File: config.mk
export PLATFORM = sky130hd
export DESIGN_NAME = layered_palette_mixer
export DESIGN_NICKNAME = d
export VERILOG_FILES = /design/src/rtl/layered_palette_mixer_pkg.sv /design/src/rtl/layered_palette_mixer_palette_bank.sv /design/src/rtl/layered_palette_mixer.sv
export SDC_FILE = /design/constraint.sdc
export NUM_CORES = 1
export LEC_CHECK = 0
export CAP_MARGIN = 20
export CORE_MARGIN = 2
export CORE_UTILIZATION = 37
export CTS_BUF_LIST = sky130_fd_sc_hd__clkbuf_16
export CTS_CLUSTER_SIZE = 12
export DETAILED_ROUTE_END_ITERATION = 10
export SLEW_MARGIN = 20
export SYNTH_ARGS = -nofsm -noshare
export SYNTH_HDL_FRONTEND = slang
export SYNTH_SLANG_ARGS = --single-unit
File: constraint.sdc
create_clock -name clk -period 6.2 [get_ports clk]
set_input_delay 1.24 -clock clk [delete_from_list [all_inputs] [get_ports clk]]
set_output_delay 1.24 -clock clk [all_outputs]
set_load 0.05 [all_outputs]
File: src/rtl/layered_palette_mixer_pkg.sv
// Shared constants and {r,g,b} pack/unpack helpers for the layered palette mixer.
// Helpers take the channel width as an argument so any CBITS up to MAX_CBITS is served.
package layered_palette_mixer_pkg;

  localparam int DEF_CBITS = 3;
  localparam int MAX_CBITS = 8;
  localparam int MAX_RGB   = 3 * MAX_CBITS;

  typedef enum logic [1:0] {
    BLACK = 2'd0,
    PINK  = 2'd1,
    WHITE = 2'd2,
    GREEN = 2'd3
  } colour_e;

  function automatic logic [MAX_CBITS-1:0] chan_max(input int cbits);
    return MAX_CBITS'((32'd1 << cbits) - 32'd1);
  endfunction

  function automatic logic [MAX_RGB-1:0] pack_rgb(input int cbits,
                                                  input logic [MAX_CBITS-1:0] r,
                                                  input logic [MAX_CBITS-1:0] g,
                                                  input logic [MAX_CBITS-1:0] b);
    return (MAX_RGB'(r) << (2 * cbits)) | (MAX_RGB'(g) << cbits) | MAX_RGB'(b);
  endfunction

  // sel: 2 = red, 1 = green, 0 = blue
  function automatic logic [MAX_CBITS-1:0] rgb_chan(input int cbits,
                                                    input logic [MAX_RGB-1:0] rgb,
                                                    input int sel);
    return MAX_CBITS'(rgb >> (sel * cbits)) & chan_max(cbits);
  endfunction

  function automatic logic [MAX_RGB-1:0] default_rgb(input int cbits, input colour_e c);
    logic [MAX_CBITS-1:0] mx;
    mx = chan_max(cbits);
    case (c)
      PINK:    return pack_rgb(cbits, mx, {MAX_CBITS{1'b0}}, mx);
      WHITE:   return pack_rgb(cbits, mx, mx, mx);
      GREEN:   return pack_rgb(cbits, {MAX_CBITS{1'b0}}, mx, {MAX_CBITS{1'b0}});
      default: return {MAX_RGB{1'b0}};
    endcase
  endfunction

endpackage

File: src/rtl/layered_palette_mixer_palette_bank.sv
// One layer's palette: register file with one write port and a registered read port.
// A read in the same cycle as a write to that entry returns the old contents.
module layered_palette_mixer_palette_bank
  import layered_palette_mixer_pkg::*;
#(
  parameter int PIX_BITS = 2,
  parameter int CBITS    = DEF_CBITS
) (
  input  logic                 clk,
  input  logic                 rst,
  input  logic                 wr_en,
  input  logic [PIX_BITS-1:0]  wr_idx,
  input  logic [3*CBITS-1:0]   wr_rgb,
  input  logic [PIX_BITS-1:0]  rd_idx,
  output logic [3*CBITS-1:0]   rd_rgb
);

  localparam int DEPTH = 2 ** PIX_BITS;
  localparam int RGB_W = 3 * CBITS;

  logic [RGB_W-1:0] mem_r [DEPTH];

  function automatic logic [RGB_W-1:0] reset_entry(input int idx);
    case (idx)
      1:       return RGB_W'(default_rgb(CBITS, PINK));
      2:       return RGB_W'(default_rgb(CBITS, WHITE));
      3:       return RGB_W'(default_rgb(CBITS, GREEN));
      default: return RGB_W'(default_rgb(CBITS, BLACK));
    endcase
  endfunction

  // Palette storage and read register; reset reloads the default palette.
  always_ff @(posedge clk or posedge rst) begin
    if (rst) begin
      for (int i = 0; i < DEPTH; i++) begin
        mem_r[i] <= reset_entry(i);
      end
      rd_rgb <= {RGB_W{1'b0}};
    end else begin
      if (wr_en) begin
        mem_r[wr_idx] <= wr_rgb;
      end
      rd_rgb <= mem_r[rd_idx];
    end
  end

endmodule

File: src/rtl/layered_palette_mixer.sv
// Two-stage pixel colour stage: per-layer palette lookup with opacity, then priority
// resolve to registered 3-channel RGB. Blink phase gates masked layers.
module layered_palette_mixer
  import layered_palette_mixer_pkg::*;
#(
  parameter int PIX_BITS     = 2,
  parameter int LAYERS       = 3,
  parameter int CBITS        = DEF_CBITS,
  parameter int BLINK_FRAMES = 16
) (
  input  logic                          clk,
  input  logic                          rst,
  input  logic                          i_valid,
  input  logic [LAYERS*PIX_BITS-1:0]    i_pixel,
  input  logic                          i_frame_start,
  input  logic [LAYERS-1:0]             i_blink_mask,
  input  logic                          i_wr_en,
  input  logic [$clog2(LAYERS)-1:0]     i_wr_layer,
  input  logic [PIX_BITS-1:0]           i_wr_idx,
  input  logic [3*CBITS-1:0]            i_wr_rgb,
  output logic                          o_valid,
  output logic [CBITS-1:0]              o_r,
  output logic [CBITS-1:0]              o_g,
  output logic [CBITS-1:0]              o_b,
  output logic [$clog2(LAYERS)-1:0]     o_layer
);

  localparam int LW    = $clog2(LAYERS);
  localparam int RGB_W = 3 * CBITS;

  logic [7:0]        blink_cnt_r;
  logic              phase_r;
  logic              valid1_r;
  logic [LAYERS-1:0] opaque_r;
  logic [LAYERS-1:0] opaque_s;
  logic [RGB_W-1:0]  layer_rgb_s [LAYERS];
  logic [LW-1:0]     win_layer_s;
  logic [RGB_W-1:0]  win_rgb_s;

  for (genvar l = 0; l < LAYERS; l++) begin : g_layer
    layered_palette_mixer_palette_bank #(
      .PIX_BITS (PIX_BITS),
      .CBITS    (CBITS)
    ) u_bank (
      .clk    (clk),
      .rst    (rst),
      .wr_en  (i_wr_en && (i_wr_layer == LW'(l))),
      .wr_idx (i_wr_idx),
      .wr_rgb (i_wr_rgb),
      .rd_idx (i_pixel[l*PIX_BITS +: PIX_BITS]),
      .rd_rgb (layer_rgb_s[l])
    );

    // The background layer is the fallback and can never go transparent.
    if (l == LAYERS - 1) begin : g_bg
      assign opaque_s[l] = 1'b1;
    end else begin : g_fg
      assign opaque_s[l] = (i_pixel[l*PIX_BITS +: PIX_BITS] != {PIX_BITS{1'b0}}) &&
                           !(phase_r && i_blink_mask[l]);
    end
  end

  // Blink timer: phase flips every BLINK_FRAMES frame pulses.
  always_ff @(posedge clk or posedge rst) begin
    if (rst) begin
      blink_cnt_r <= 8'd0;
      phase_r     <= 1'b0;
    end else if (i_frame_start) begin
      if (blink_cnt_r == 8'(BLINK_FRAMES - 1)) begin
        blink_cnt_r <= 8'd0;
        phase_r     <= ~phase_r;
      end else begin
        blink_cnt_r <= blink_cnt_r + 8'd1;
      end
    end
  end

  // Stage 1 control: valid and per-layer opacity travel with the palette reads.
  always_ff @(posedge clk or posedge rst) begin
    if (rst) begin
      valid1_r <= 1'b0;
      opaque_r <= {LAYERS{1'b0}};
    end else begin
      valid1_r <= i_valid;
      opaque_r <= opaque_s;
    end
  end

  // Priority resolve: scan from background upward so the lowest opaque layer wins.
  always_comb begin
    win_layer_s = LW'(LAYERS - 1);
    win_rgb_s   = layer_rgb_s[LAYERS-1];
    for (int l = LAYERS - 2; l >= 0; l--) begin
      win_layer_s = opaque_r[l] ? LW'(l) : win_layer_s;
      win_rgb_s   = opaque_r[l] ? layer_rgb_s[l] : win_rgb_s;
    end
  end

  // Output registers; colour holds between pixels while o_valid is low.
  always_ff @(posedge clk or posedge rst) begin
    if (rst) begin
      o_valid <= 1'b0;
      o_r     <= {CBITS{1'b0}};
      o_g     <= {CBITS{1'b0}};
      o_b     <= {CBITS{1'b0}};
      o_layer <= {LW{1'b0}};
    end else begin
      o_valid <= valid1_r;
      if (valid1_r) begin
        o_r     <= CBITS'(rgb_chan(CBITS, MAX_RGB'(win_rgb_s), 2));
        o_g     <= CBITS'(rgb_chan(CBITS, MAX_RGB'(win_rgb_s), 1));
        o_b     <= CBITS'(rgb_chan(CBITS, MAX_RGB'(win_rgb_s), 0));
        o_layer <= win_layer_s;
      end
    end
  end

endmodule

Word-level counts from Yosys, hierarchy flattened
Cells that the tools add are included.
Storage, ports and cells
  register bits after elaboration: 159
  input bits: 27
  output and inout bits: 12
  word-level logic and storage cells: 71
Cells by class
  add/sub/neg operators: 1
  $lt $le $gt $ge: 5
  eq/ne operators: 3
  muxes and demuxes: 19
  bitwise operators: 5
  reduce and logical (&&, ||, !) cells: 14
Operators with widths (count)
  $bwmux W36: 3
  $mux W9: 9
  $bmux W9 S2: 3
  $demux W9 S2: 1
  $ge A3 B3 Y1 const B: 4
  $not A2 Y3: 4
  $add A8 B1 Y8 const B: 1
  $eq A8 B4 Y1 const B: 1
  $logic_and A1 B1 Y1: 8
  $mux W8: 1
  $mux W2: 2
  $reduce_bool A2 Y1: 2
  $lt A3 B1 Y1 const B: 1
  $eq A2 B1 Y1 const B: 1
  $eq A2 B2 Y1 const B: 1
  $logic_not A1 Y1: 2
  $logic_not A2 Y1: 1
  $reduce_and A2 Y1: 1
  $not A1 Y1: 1

Logic depth before layout (Yosys ltp)
Gate-level depths: netlist of the first run.
  depth after elaboration: 6
  depth in mapped cells: 4
  depth with buffers taken out: 4

Modules after synthesis
A second synthesis of the first run with hierarchy kept.
Second synthesis, totals
  cell total of the unflattened synthesis: 409
  area total of the unflattened synthesis: 6623.9 sq um
By module, submodules not included
  layered_palette_mixer_palette_bank: instances 3, cells each 98, area an instance 1825.5 sq um, sequential area each 1148.6 sq um
  layered_palette_mixer: instances 1, cells each 115, area an instance 1147.4 sq um, sequential area each 600.6 sq um

Least setup slack after synthesis of the first run
No wires, ideal clock.
  path kind: input to register
  start: in i_wr_layer[1]
  end: reg g_layer[1].u_bank.mem_r[27] (netlist bit)
  setup time: 125 ps
  arrival: 2163 ps
  required time: 6075 ps
  slack: 3912 ps
  stages on the path: 4
  buffers on the path: 1
  path through: nand3b_4 > or3_1 > buf_6 > mux2_4
On the way
  longest elaborated chain between the ends: 2
RTL lines
  start: declaration: line layered_palette_mixer.sv:18  | input logic [$clog2(LAYERS)-1:0] i_wr_layer,
  $eq A2 B1 Y1: line layered_palette_mixer.sv:47  | .wr_en (i_wr_en && (i_wr_layer == LW'(l))),
  $logic_and A1 B1 Y1: line layered_palette_mixer.sv:47
  end signal: indexed assignment: line layered_palette_mixer_palette_bank.sv:36  | mem_r[i] <= reset_entry(i);
  end signal: indexed assignment: line layered_palette_mixer_palette_bank.sv:41  | mem_r[wr_idx] <= wr_rgb;
  end: declaration: line layered_palette_mixer_palette_bank.sv:21  | logic [RGB_W-1:0] mem_r [DEPTH];
Every way passes these cells.
A chain may end at the register's enable or synchronous reset.

Final worst setup path of the first run
  start: in i_wr_en
  end: reg g_layer[0].u_bank.mem_r[2] (netlist bit)
On the way
  longest elaborated chain between the ends: 1
RTL lines
  start: declaration: line layered_palette_mixer.sv:17  | input logic i_wr_en,
  $logic_and A1 B1 Y1: line layered_palette_mixer.sv:47
  end signal: indexed assignment: line layered_palette_mixer_palette_bank.sv:36
  end signal: indexed assignment: line layered_palette_mixer_palette_bank.sv:41
  end: declaration: line layered_palette_mixer_palette_bank.sv:21
Every way passes these cells.

==> results of run 1 <==
-- per-stage QoR --
stage	worst slack (ps)	std cells	instance area [sq um]	total power, mW	utilization, %
detailed placement	2590	660	7230	2.07	40.5
global route	2910	692	7760	3.17	43.5
finish	3040	692	7760	3.01	43.5
floorplan	758	418	6680	1.89	-
CTS	3030	692	7760	3.04	43.5
global placement	2630	660	7230	2.03	40.5
-- kinds of logic after synthesis --
family                     synth area share (%)
DFF                                        60.6
adders and majority gates                 0.187
xor gates and xnor gates                  0.918
buffers and inverters                      2.47
muxes                                      28.7
AOI/OAI and AO/OA                          2.89
and+or+nand+nor                            4.27
-- registers in the layout, summed over array words and instances, names as in the netlist --
signal	flops
g_layer.u_bank.mem_r	108
g_layer.u_bank.rd_rgb	27
blink_cnt_r	8
o_b	3
o_g	3
o_r	3
o_layer	2
opaque_r	2
o_valid	1
phase_r	1
valid1_r	1
-- worst max-delay path, cell delays in order --
cell	delay (ps)
clkdlybuf4s50_1	590
nor3b_2	370
nor2b_1	830
mux2_2	420
-- cells in the final DEF, fill, tap and decap left out, drive strengths merged --
master,Yosys,layout
o22ai,10,10
a21o,1,1
buf,11,1
nand2,7,7
or3,2,2
clkbuf,14,17
o21ai,9,9
inv,12,16
nor2,15,15
dfstp,54,54
or4,1,1
mux2,110,110
xor2,5,5
nand2b,4,4
nand4,2,2
nor3b,2,2
dfrtp,105,105
nor2b,10,10
ha,1,1
nor3,1,1
bufinv,0,2
clkdlybuf4s50,0,37
nand3b,2,2
mux4,27,27
xnor2,2,2
clkinv,0,9
a21oi,2,2
a211oi,9,9
-- final cells by class --
class,count,area (sq um),share of cell area (%)
flip-flops and latches,159,4050,52.1
multi-input cells,222,2470,31.8
clock buffers,17,425,5.48
repair buffers,38,378,4.87
well taps,229,287,3.69
clock inverters,15,113,1.45
inverters,12,50.0,0.645
-- layer usage --
metal	vias up	track usage [%]	routed length, um	share of wire, %
li1	1568	-	-	-
met4	0	4.19	91	0.68
met3	14	3.95	407	3.0
met5	-	0	0	0
met1	1828	21.1	6590	49
met2	54	24.2	6310	47
-- path summary, 6_finish.rpt --
| path | slack, ps | endpoint | cells after the start | startpoint |
|---|---|---|---|---|
| worst max-delay path | 3040 | g_layer[0].u_bank.mem_r[2] | 4 | i_wr_en |
| worst min-delay path | 470 | blink_cnt_r[7] | 1 | blink_cnt_r[7] |
| worst max register to register | 4630 | o_g[1] | 3 | opaque_r[1] |
| worst min register to register | 470 | blink_cnt_r[7] | 1 | blink_cnt_r[7] |
| max in group asynchronous | 3540 | g_layer[2].u_bank.mem_r[8] | 3 | rst |
| min in group asynchronous | 1410 | o_r[2] | 2 | rst |
-- power breakdown --
group,internal [mW],switching [mW]
Combinational,0.305,0.238
Clock,0.575,0.388
Sequential,1.35,0.150
==> impl_metrics.ini, run 1 <==
[status]
status = finished, final reports clean

[setup_path]
cp_data_required_time_ps = 6490
critPathLaunchType = primary input
end_kind = flop
path_class = primary input to flop
cp_max_fo = 9
worst_ep_arrival_time_ps = 3450

[clock_network]
cts_hold_buf = 0
clock_sinks = 159
cts_tree = done
clkLatencyLatePin_ps = 420
clkTransAtPathRegs_ps = 60
htree_levels = 4
cts_buffer_depth = 2
postCtsSetupBuffers = 0
cts_root_buf = clkbuf_16
cts_resized = 0
cts_made_buffers = 17

[pwr]
ir_drop_mv = 0.230
p_per_area_nw_per_um2 = 387
power.leakage_nw = 3.27

[logic_synthesis]
yosysMostFrequentCell = dfrtp_1
synth.distinct_cells = 33
synth_ff_type = dfrtp_1
syn_nets = 446
netlist_area_sq_um = 6680
yosysTopAreaCell = dfrtp_1
synthArstFlopShare_pct = 100
synth_edf_count = 0
yosys_warnings = 0
syn_inst = 418
synth_top_area_share_pct = 39.3
syn_area_per_cell_sq_um = 16.0
yosys-top-cells-count = dfrtp_1, mux2_2, dfstp_2
synth-seq-cells = 159
synth_area_leaders = dfrtp_1, dfstp_2, mux2_2, mux4_2, mux2_4
ys_seq_area_share_pct = 60.6

[die]
pin_count = 39
start_util_pct = 37.4
dieArea_sq_um = 19100
rows = 49
die_y_um = 138
die_w_um = 138
core_sq_um = 17800

[place]
dp_hpwl_mm = 8.68
port_buffers = 37
gp_congestion = 0.703

[grt]
grt_pass1_vias = 3935
grt_remaining_overflow = 0
grt_use_total_pct = 15.3
grt_pass1_wl_mm = 22.2
grt_max_degree = 107
antenna_found_initial = 1

[detailed_routing]
wl_mm = 13.4
drt_pass1_iterations = 4
drt_iter0_markers = 182
vias = 3464
drc = 0
post_drt_via_cell_ratio = 5.01
ant_nets = 0
wire_per_inst_um = 19.4

[timing]
rsz0062_at_grt = no
fin_hold_ws_ps = 472
finalCriticalPeriod_ps = 3160
setup_viol = 0
finalSetupTns_ps = 0
maxSlewViolCount = 0
fmax_ghz = 0.317
fin_skew_ps = 7.01
worst_pin_slew_ps = 981
post-route-period-util_pct = 50.9
slew_headroom_pct = 34.5
finalHoldViolCount = 0

[run]
cap_violations = 0

[layout]
drive_gt1_share_pct = 47.9
antennaDiodeCount = 0
fillers = 1578
num-nets-final = 478
syn2layout_area_growth_pct = 16.3

[min_path]
hold_path_class = flop to flop
Note: power is estimated with default switching activity, not from simulation.
==> run 2: changes to the inputs <==
==> constraint.sdc (replaced) <==
create_clock -name clk -period 3.25 [get_ports clk]
set_input_delay 0.65 -clock clk [delete_from_list [all_inputs] [get_ports clk]]
set_output_delay 0.65 -clock clk [all_outputs]
set_load 0.05 [all_outputs]
==> impl_metrics.ini, run 2 (same netlist as run 1, synthesis figures left out) <==
[status]
status = finished, final reports clean

[clock_network]
cts_resized = 0
cts_tree = done
htree_levels = 4
clkLatencyLatePin_ps = 430
clock_sinks = 159
postCtsSetupBuffers = 0
cts_made_buffers = 17
clkTransAtPathRegs_ps = 60
cts_root_buf = clkbuf_16
cts_hold_buf = 0
cts_buffer_depth = 2

[grt]
grt_max_degree = 72
grt_remaining_overflow = 0
antenna_found_initial = 0
grt_use_total_pct = 15.4
grt_pass1_wl_mm = 22.4
grt_pass1_vias = 3911

[pwr]
ir_drop_mv = 0.406
power.share.sequential_pct = 48.6
power_frac_clock_pct = 33.5
power.leakage_nw = 3.31
p_int_mw = 4.35
p_per_area_nw_per_um2 = 748
switching_share_pct = 26.0
combPwrFrac_pct = 18.0
power_switching_mw = 1.53

[timing]
finalSetupTns_ps = 0
finalCriticalPeriod_ps = 2260
post-route-period-util_pct = 69.4
fin_skew_ps = 5.59
finalHoldViolCount = 0
fin_hold_ws_ps = 503
slew_headroom_pct = 51.8
setup_viol = 0
maxSlewViolCount = 0
worst_pin_slew_ps = 721
fmax_ghz = 0.443
rsz0062_at_grt = no

[setup_path]
path_cells = clkdlybuf4s50_1
critPathMaxStageDelay_ps = 810
cp_max_fo = 2
worst_ep_arrival_time_ps = 1610
crit_family = buffers and inverters
ff2ff_setup_slack_ps = 1640
critPathLaunchType = flop
crit_buf_inv = 1
slowest_stage = clkdlybuf4s50_1
end_kind = output port
path_class = flop to output port
cp_data_required_time_ps = 2600

[die]
die_w_um = 138
core_sq_um = 17800
rows = 49
start_util_pct = 37.4
die_y_um = 138
dieArea_sq_um = 19100
pin_count = 39

[layout]
antennaDiodeCount = 0
top_register = g_layer.u_bank.mem_r
syn2layout_area_growth_pct = 17.7
drive_gt1_share_pct = 49.9
num-nets-final = 482
layout_common_cells = dfrtp_1, mux2_2, dfstp_2
largestRegisters = g_layer.u_bank.mem_r: 108 flops, g_layer.u_bank.rd_rgb: 27 flops, blink_cnt_r: 8 flops
layout_commonest_cell = dfrtp_1
instances_no_fill = 696
largest_reg_flops = 108
fillers = 1547

[place]
dp.cells = 664
port_buffers = 37
gp_congestion = 0.723
dp_hpwl_mm = 8.93

[detailed_routing]
post_drt_via_cell_ratio = 5.07
wire_per_inst_um = 19.6
vias = 3528
drt_iter0_markers = 176
drt_pass1_iterations = 4
drc = 0
wl_mm = 13.6
ant_nets = 0

[min_path]
hold_path_class = flop to flop

[run]
cap_violations = 0
-- run 2: changes by cell type in the layout (fill, tap and decap cells not counted), sizes merged --
cell,before,now
buf,1,5
bufinv,2,3
clkinv,9,10
clkinvlp,0,2
inv,16,12
-- run 2: per-layer routing --
| layer | wire [um] | track usage (%) | up-vias | part of all wire (%) |
|---|---|---|---|---|
| met2 | 6400 | 23.8 | 65 | 47 |
| li1 | - | - | 1581 | - |
| met5 | 0 | 0 | - | 0 |
| met4 | 191 | 5.64 | 0 | 1.4 |
| met1 | 6590 | 21.5 | 1870 | 48 |
| met3 | 442 | 3.60 | 12 | 3.2 |
-- run 2: worst register-to-register path: stages, from the launching register on --
cell,delay [ps]
dfrtp_1,800
nor2b_1,110
a211oi_1,410
o22ai_1,150
-- run 2: layout make-up --
| class | instances | area, sq um | area share [%] |
|---|---|---|---|
| Clock inverter | 15 | 153 | 1.94 |
| Tap cell | 229 | 287 | 3.65 |
| Sequential cell | 159 | 4050 | 51.5 |
| Multi-Input combinational cell | 222 | 2470 | 31.4 |
| Clock buffer | 17 | 425 | 5.41 |
| Timing Repair Buffer | 42 | 433 | 5.51 |
| Inverter | 12 | 48.8 | 0.621 |
-- run 2: power groups by stage --
stage          clock network, mW  registers, mW  logic, mW
2_1_floorplan                  0           2.91      0.696
3_3_place_gp                   0           2.86       1.04
3_5_place_dp                   0           2.89       1.07
4_1_cts                     2.03           2.86       1.07
5_1_grt                     2.10           2.92       1.15
6_report                    1.97           2.86       1.06
-- run 2: through the flow --
step | setup slack [ps] | area (sq um) | utilization (%) | total power [mW]
2_1_floorplan | 629 | 6680 | - | 3.60
4_1_cts | 961 | 7860 | 44.0 | 5.96
3_5_place_dp | 697 | 7280 | 40.8 | 3.96
5_1_grt | 947 | 7860 | 44.0 | 6.17
6_report | 995 | 7860 | 44.0 | 5.88
3_3_place_gp | 738 | 7280 | 40.8 | 3.90
-- run 2: worst paths after layout --
kind,end,start,depth (start not counted)
setup reg to reg,o_g[0],opaque_r[1],3
setup / recovery,o_r[0],o_r[0],1
max in group asynchronous,g_layer[2].u_bank.mem_r[9],rst,3
hold reg to reg,g_layer[0].u_bank.mem_r[28],g_layer[0].u_bank.mem_r[28],1
hold / removal,g_layer[0].u_bank.mem_r[28],g_layer[0].u_bank.mem_r[28],1
min in group asynchronous,o_layer[0],rst,2
